## src/rtl/cal_sequencer.sv

```systemverilog
// Gyro calibration sequencer: grants cmd/auto calibration requests, waits for the robot
// to settle, pulses the integrator start and supervises completion or timeout.
module cal_sequencer #(
  parameter bit FAST_SIM = 1'b1
) (
  input  logic clk,
  input  logic rst,
  input  logic cmd_cal,
  input  logic auto_en,
  input  logic moving,
  input  logic rdy,
  input  logic cal_done,
  output logic strt_cal,
  output logic mv_en,
  output logic cal_busy,
  output logic cal_ok,
  output logic cal_err,
  output logic src
);

  localparam int unsigned SETTLE_W = 7;
  localparam int unsigned TMO_W    = 13;
  localparam int unsigned AUTO_W   = 15;

  localparam logic [SETTLE_W-1:0] SETTLE_N = FAST_SIM ? SETTLE_W'(4)  : SETTLE_W'(64);
  localparam logic [TMO_W-1:0]    TMO_N    = FAST_SIM ? TMO_W'(16)    : TMO_W'(4096);
  localparam logic [AUTO_W-1:0]   AUTO_N   = FAST_SIM ? AUTO_W'(32)   : AUTO_W'(16384);

  typedef enum logic [1:0] {IDLE, SETTLE, START, WAIT} state_t;

  state_t              state_q, state_d;
  logic [SETTLE_W-1:0] settle_q, settle_d;
  logic [TMO_W-1:0]    tmo_q, tmo_d;
  logic [AUTO_W-1:0]   auto_q, auto_d;
  logic                pend_q, pend_d;
  logic                auto_req_q, auto_req_d;
  logic                cal_ok_q, cal_ok_d;
  logic                cal_err_q, cal_err_d;
  logic                src_q, src_d;
  logic                grant_cmd, grant_auto;

  always_ff @(posedge clk) begin
    if (rst) begin
      state_q    <= IDLE;
      settle_q   <= '0;
      tmo_q      <= '0;
      auto_q     <= '0;
      pend_q     <= 1'b0;
      auto_req_q <= 1'b0;
      cal_ok_q   <= 1'b0;
      cal_err_q  <= 1'b0;
      src_q      <= 1'b0;
    end else begin
      state_q    <= state_d;
      settle_q   <= settle_d;
      tmo_q      <= tmo_d;
      auto_q     <= auto_d;
      pend_q     <= pend_d;
      auto_req_q <= auto_req_d;
      cal_ok_q   <= cal_ok_d;
      cal_err_q  <= cal_err_d;
      src_q      <= src_d;
    end
  end

  always_comb begin
    state_d    = state_q;
    settle_d   = settle_q;
    tmo_d      = tmo_q;
    auto_d     = auto_q;
    pend_d     = pend_q;
    auto_req_d = auto_req_q;
    cal_ok_d   = cal_ok_q;
    cal_err_d  = cal_err_q;
    src_d      = src_q;

    // A command (live or pending) always beats a pending auto request.
    grant_cmd  = (state_q == IDLE) && (cmd_cal || pend_q);
    grant_auto = (state_q == IDLE) && !grant_cmd && auto_req_q;

    case (state_q)
      IDLE: begin
        if (grant_cmd || grant_auto) begin
          state_d  = SETTLE;
          settle_d = '0;
          src_d    = grant_auto;
        end
      end
      SETTLE: begin
        if (moving) begin
          settle_d = '0;
        end else if (rdy && (settle_q != SETTLE_N)) begin
          settle_d = settle_q + SETTLE_W'(1);
        end
        if (settle_d == SETTLE_N) begin
          state_d = START;
        end
      end
      START: begin
        tmo_d   = '0;
        state_d = WAIT;
      end
      WAIT: begin
        if (rdy && (tmo_q != TMO_N)) begin
          tmo_d = tmo_q + TMO_W'(1);
        end
        if (cal_done) begin
          cal_ok_d  = 1'b1;
          cal_err_d = 1'b0;
          state_d   = IDLE;
        end else if (tmo_d == TMO_N) begin
          cal_ok_d  = 1'b0;
          cal_err_d = 1'b1;
          state_d   = IDLE;
        end
      end
    endcase

    // One-deep command queue for requests arriving mid-calibration.
    if (grant_cmd) begin
      pend_d = 1'b0;
    end else if (cmd_cal && (state_q != IDLE)) begin
      pend_d = 1'b1;
    end

    // Drift timer only advances while parked, enabled, calibrated and stationary.
    if (grant_cmd || grant_auto || moving || !auto_en) begin
      auto_d = '0;
    end else if ((state_q == IDLE) && cal_ok_q && rdy && (auto_q != AUTO_N)) begin
      auto_d = auto_q + AUTO_W'(1);
    end

    if (grant_cmd || grant_auto || moving) begin
      auto_req_d = 1'b0;
    end else if (auto_d == AUTO_N) begin
      auto_req_d = 1'b1;
    end
  end

  assign strt_cal = (state_q == START);
  assign cal_busy = (state_q != IDLE);
  assign mv_en    = moving & ~cal_busy;
  assign cal_ok   = cal_ok_q;
  assign cal_err  = cal_err_q;
  assign src      = src_q;

endmodule

```

## config.mk

```make
export PLATFORM = sky130hd
export DESIGN_NAME = cal_sequencer
export DESIGN_NICKNAME = d
export VERILOG_FILES = /design/src/rtl/cal_sequencer.sv
export SDC_FILE = /design/constraint.sdc
export NUM_CORES = 1
export LEC_CHECK = 0
export ABC_AREA = 1
export CAP_MARGIN = 20
export CORE_ASPECT_RATIO = 1.1
export CORE_MARGIN = 1
export CORE_UTILIZATION = 60
export CTS_CLUSTER_DIAMETER = 150
export DETAILED_ROUTE_END_ITERATION = 10
export GPL_TIMING_DRIVEN = 0
export PLACE_DENSITY = 0.88
export RECOVER_POWER = 100
export SKIP_LAST_GASP = 1
export SLEW_MARGIN = 25
export SYNTH_ARGS = -nofsm -noshare
export SYNTH_HDL_FRONTEND = slang
export SYNTH_SLANG_ARGS = --single-unit
```

## constraint.sdc

```tcl
create_clock -name clk -period 2.6 [get_ports clk]
set_input_delay 0.52 -clock clk [delete_from_list [all_inputs] [get_ports clk]]
set_output_delay 0.52 -clock clk [all_outputs]
set_load 0.005 [all_outputs]
```

* Word level (Yosys, flattened, before mapping) *
Index checks and enable logic that the tools add are counted.

storage, ports and cells
  register bits after elaboration = 42
  input bits = 7
  output and inout bits = 6
  logic and storage cells = 71

operators by class
  add/subtract/negate cells = 3
  equal/unequal tests = 12
  mux-type cells = 19
  bitwise operators = 2
  reductions and logical operators = 26

operators with widths
  cell                                                                      count
  15-bit two-way mux                                                        2
  7-bit two-way mux                                                         4
  13-bit two-way mux                                                        2
  13-bit case mux with 2 select lines                                       1
  15-bit by 1-bit adder with 15-bit output, second input constant           1
  15-bit by 6-bit == test with 1-bit output, second input constant          1
  15-bit by 6-bit inequality test with 1-bit output, second input constant  1
  7-bit case mux with 2 select lines                                        1
  13-bit by 1-bit adder with 13-bit output, second input constant           1
  13-bit by 5-bit == test with 1-bit output, second input constant          1
  13-bit by 5-bit inequality test with 1-bit output, second input constant  1
  1-bit logical AND                                                         9
  2-bit two-way mux                                                         4
  2-bit case mux with 4 select lines                                        1
  2-bit nonzero test                                                        4
  7-bit by 1-bit adder with 7-bit output, second input constant             1
  7-bit by 3-bit == test with 1-bit output, second input constant           1
  7-bit by 3-bit inequality test with 1-bit output, second input constant   1
  2-bit AND reduction                                                       3
  2-bit == test, second input constant                                      2
  1-bit logical OR                                                          4
  1-bit two-way mux                                                         4
  2-bit OR reduction                                                        2
  3-bit inequality test, second input constant                              1
  other kinds (8)                                                           9

* Depth between registers and ports, before layout *
  depth in word-level cells = 10
  gate-level depth with buffers = 17
  gate-level depth less buffers = 17

* Worst setup path before layout *
OpenSTA, ideal clock, no wires.

  path type = register -> register
  from = register settle_q[0]
  to = register state_q[0]
  setup time = 115 ps
  arrival = 1,788 ps
  required time = 2,485 ps
  slack = 697 ps
  stages on the path, launching flop included = 15
  buffers on the path = 0
  period minus slack after synthesis = 1,903 ps
  cell sequence = dfxtp_1 > inv_1 > ha_1 > nand2_1 > inv_1 > nand3_1 > nand2_2 > o21ai_0 > nand4_1 > nor2_1 > nand2_1 > a21oi_1 > nand3_1 > nand2_1 > nor2_1

between the ends
  word-level cells in the longest chain between the ends = 8
  elaborated cells on any way between the ends = 9
  those cells by class = add/sub (1); eq/ne (3); mux (3); reduce/logical (2)

RTL lines
  element                                                                         RTL line  RTL
  start: declaration                                                              32        logic [SETTLE_W-1:0] settle_q, settle_d;
  start signal: assignment                                                        55        settle_q <= settle_d;
  branches (longest 2 deep; another with 7-bit by 1-bit adder with 7-bit output)  n/a
  7-bit two-way mux *                                                             92        end else if (rdy && (settle_q != SETTLE_N)) begin
  7-bit two-way mux *                                                             90        if (moving) begin
  7-bit two-way mux *                                                             81        case (state_q)
  7-bit by 3-bit == test with 1-bit output *                                      95        if (settle_d == SETTLE_N) begin
  2-bit inequality test (no source line) *                                        n/a
  3-bit AND reduction (no source line) *                                          n/a
  end signal: assignment                                                          54        state_q <= state_d;
  end: declaration                                                                31        state_t state_q, state_d;

Mark *: on every way between the ends. The select of a mux whose other input is x is not followed.
A chain may end at the register's enable or synchronous reset.

* Worst setup path in the final report *
  from = input port moving
  to = output port mv_en

between the ends
  word-level cells in the longest chain between the ends = 1

RTL lines
  element             RTL line  RTL
  start: declaration  10        input logic moving,
  1-bit bitwise AND   142       assign mv_en = moving & ~cal_busy;
  end: declaration    14        output logic mv_en,

No other way between the ends.

==> run_results.csv <==
group,metric,value,unit
run_status,status,"finished, final reports clean",
route,vias_per_cell,5.38,
place,dp_slack,0.00282,ns
route,dr_total_vias,3198,
sta,min_period_over_period,92.1,%
synthesis,ys_ff_latch,42,
sta,fin_crit,2.39,ns
clock_network,clock-sinks,42,
clock_network,ctsHoldBuffers,0,
worst_setup_path,worstPathRequired,2.08,ns
synthesis,yosys.cell_types.count,32,
route,drc_errors,0,
floorplanning,core,5000,µm²
global_routing,grt-ovfl-total,0,
synthesis,ys.flop_type,"dfxtp_1",
sta,timing.final.ws_setup,0.206,ns
worst_hold_path,worstHoldPathType,"flip-flop to flip-flop",
route,drt-initial-drc-count,194,
sta,fmax,418,MHz
route,dr.pass1.iters,4,
place,dpl.hpwl,5440,µm
synthesis,seq_area_frac_synth,27.1,%
power_and_ir_drop,vdd_drop_max,0.000376,V
sta,tns,0,ns
worst_setup_path,setup.worst_path.start_class,"input pin",
worst_setup_path,r2r_start,"state_q[0]$_SDFFE_PP0P_",
run,maxCapViolations,0,
clock_network,cts_buffers,5,
final_layout,fin_area,3400,µm²
sta,finalSetupViolations,0,
global_routing,grt_pass1_wl,12400,µm
route,antenna_left,0,
synthesis,syn_nets,535,
clock_network,clk_pin_slew,0.09,ns
floorplanning,die-area,5460,µm²
final_layout,num_antenna_cells,0,
sta,maxSlewViolCount,0,
worst_setup_path,crit_fanout,6,
place,dp.cells,586,
final_layout,fillers,443,
sta,final_hold_viol_count,0,
clock_network,cts_resized,0,
sta,worst_pin_slew,0.580,ns
route,routedWlPerCell,11.9,µm
global_routing,grt_max_degree,15,
clock_network,htreeDepth,2,
synthesis,yosys_warnings,0,
global_routing,grt_pass1_vias,3001,
sta,slew_headroom,61.0,%
final_layout,area_growth_syn_to_layout,9.48,%
final_layout,fin_cells,594,
global_routing,antenna_found_initial,0,
synthesis,post_synth.cell_area_avg,6.00,µm²
final_layout,nets,553,
place,io_buffers,11,
clock_network,clockBufferDepth,2,
synthesis,synth_edf_count,0,
place,finalWeightedCongestion,0.979,
clock_network,cts_setup_buffers,0,
synthesis,syn_area,3100,µm²
worst_setup_path,end_kind,"output port",
route,finalWirelength,7050,µm
floorplanning,ios,13,
sta,rsz0062_at_grt,"false",
floorplanning,dieHeight,77.4,µm
floorplanning,start_util,62.0,%
worst_setup_path,cp.arrival,1.87,ns
clock_network,clk_latency,0.30,ns
power_and_ir_drop,p_leak,1.45,nW
worst_hold_path,min_from,"cal_err$_SDFFE_PP0P_",
power_and_ir_drop,p_total,0.00167,W
worst_setup_path,criticalPathCategory,"input pin to output port",
worst_setup_path,cp-startpoint,"moving",
power_and_ir_drop,p_per_area,493,nW/µm²
place,place_area,3280,µm²
synthesis,async_flop_share,0,%
final_layout,drive_above_1_share,8.02,%
floorplanning,die_w,70.6,µm
floorplanning,row_count,27,
clock_network,cts_tree,"built",
global_routing,track_usage,27.6,%
sta,finalClockSkew,0.00862,ns
clock_network,cts_root_buffer,"clkbuf_8",
synthesis,syn_inst,517,
==> flip-flops by register name, summed over array words and instances, names as in the netlist <==
register and cells:
state_q 2, cal_err 1, src 1, auto_q 15, tmo_q 13, pend_q 1, auto_req_q 1, cal_ok 1
settle_q 7
==> cells by family (layout without fill, tap and decap cells) <==
kind of cell             Yosys count  after routing  synth area share, %
buffers and inverters             68             87                 9.44
flip-flops                        42             42                 27.1
AND/OR/NAND/NOR                  339            339                 47.4
adder cells (fa/ha/maj)           11             11                 4.44
AO/OA/AOI/OAI                     41             41                 7.06
XOR/XNOR                          16             16                 4.52
==> worst paths after layout <==
check                             to  slack [ns]  depth (start not counted)
max                            mv_en        0.21                          4
min             cal_err$_SDFFE_PP0P_        0.50                          2
max reg2reg  auto_req_q$_SDFFE_PP0N_        0.28                         14
min reg2reg     cal_err$_SDFFE_PP0P_        0.50                          2
==> layout by cell type, fill, tap and decap left out <==
cell and instances:
a211oi_1 1, a21oi_1 28, a21oi_2 2, buf_1 1
buf_2 2, buf_4 2, buf_6 1, bufinv_16 1
clkbuf_1 5, clkbuf_8 7, clkdlybuf4s50_1 5, clkinv_2 1
dfxtp_1 42, dlygate4sd3_1 6, ha_1 11, inv_1 48
inv_2 7, inv_6 1, nand2_1 191, nand2_2 8
nand2_4 1, nand3_1 38, nand3_2 2, nand3_4 1
nand3b_1 4, nand4_1 12, nor2_1 68, nor2_2 3
nor2_4 1, nor3_1 7, nor3_2 1, nor3_4 1
o211ai_1 3, o21ai_0 7, or2_4 1, xnor2_1 2
xor2_1 14
==> area by class of cell <==
cell class,count,area (µm²),share of cell area [%]
multi-input combinational,407,1970,57.9
sequential,42,841,24.8
inverter,55,206,6.08
timing repair buffer,11,110,3.24
buffer,13,86.3,2.54
tap,58,72.6,2.14
clock buffer,5,68.8,2.03
clock inverter,3,43.8,1.29
==> synthesized netlist by cell type, types with 3 or more instances <==
cell      instances  area (µm²)
nand3b_1          4        30.0
inv_2             8        30.0
nor3_1            7        35.0
nand2_2           8        50.1
nand4_1          12        75.1
xor2_1           14         123
ha_1             11         138
o211ai_1          3        22.5
clkbuf_1          4        15.0
nand2_1         191         717
nand3_1          38         190
nor2_1           66         248
dfxtp_1          42         841
nor2_2            5        31.3
inv_1            47         176
a21oi_1          29         145
o21ai_0           7        35.0
==> metrics by stage <==
| step | hold WS, ns | util [%] |
|---|---|---|
| 6_report | 0.505 | 67.9 |
| 5_1_grt | 0.544 | 67.9 |
| 3_3_place_gp | 0.484 | 65.7 |
| 2_1_floorplan | 0.464 | - |
| 4_1_cts | 0.502 | 67.9 |
| 3_5_place_dp | 0.485 | 65.7 |
==> per-layer routing <==
| layer | routed length [µm] | global-route usage (%) | up-vias | part of all wire, % |
|---|---|---|---|---|
| met4 | 208 | 11.4 | 0 | 3.0 |
| met1 | 3090 | 32.0 | 1455 | 44 |
| li1 | - | - | 1664 | - |
| met5 | 0 | 0 | - | 0 |
| met3 | 198 | 3.25 | 20 | 2.8 |
| met2 | 3550 | 51.3 | 59 | 50 |
==> critical path, cell delays in order <==
cell             delay (ns)
dlygate4sd3_1          0.72
nand2_1                0.08
inv_1                  0.06
clkdlybuf4s50_1        0.49
==> power breakdown <==
part	total, W	switching, W	internal [W]
Clock	0.000526	0.000238	0.000288
Sequential	0.000693	0.0000256	0.000667
Combinational	0.000455	0.000294	0.000160
Total	0.00167	0.000558	0.00112
Power figures use the tool's default switching activity.
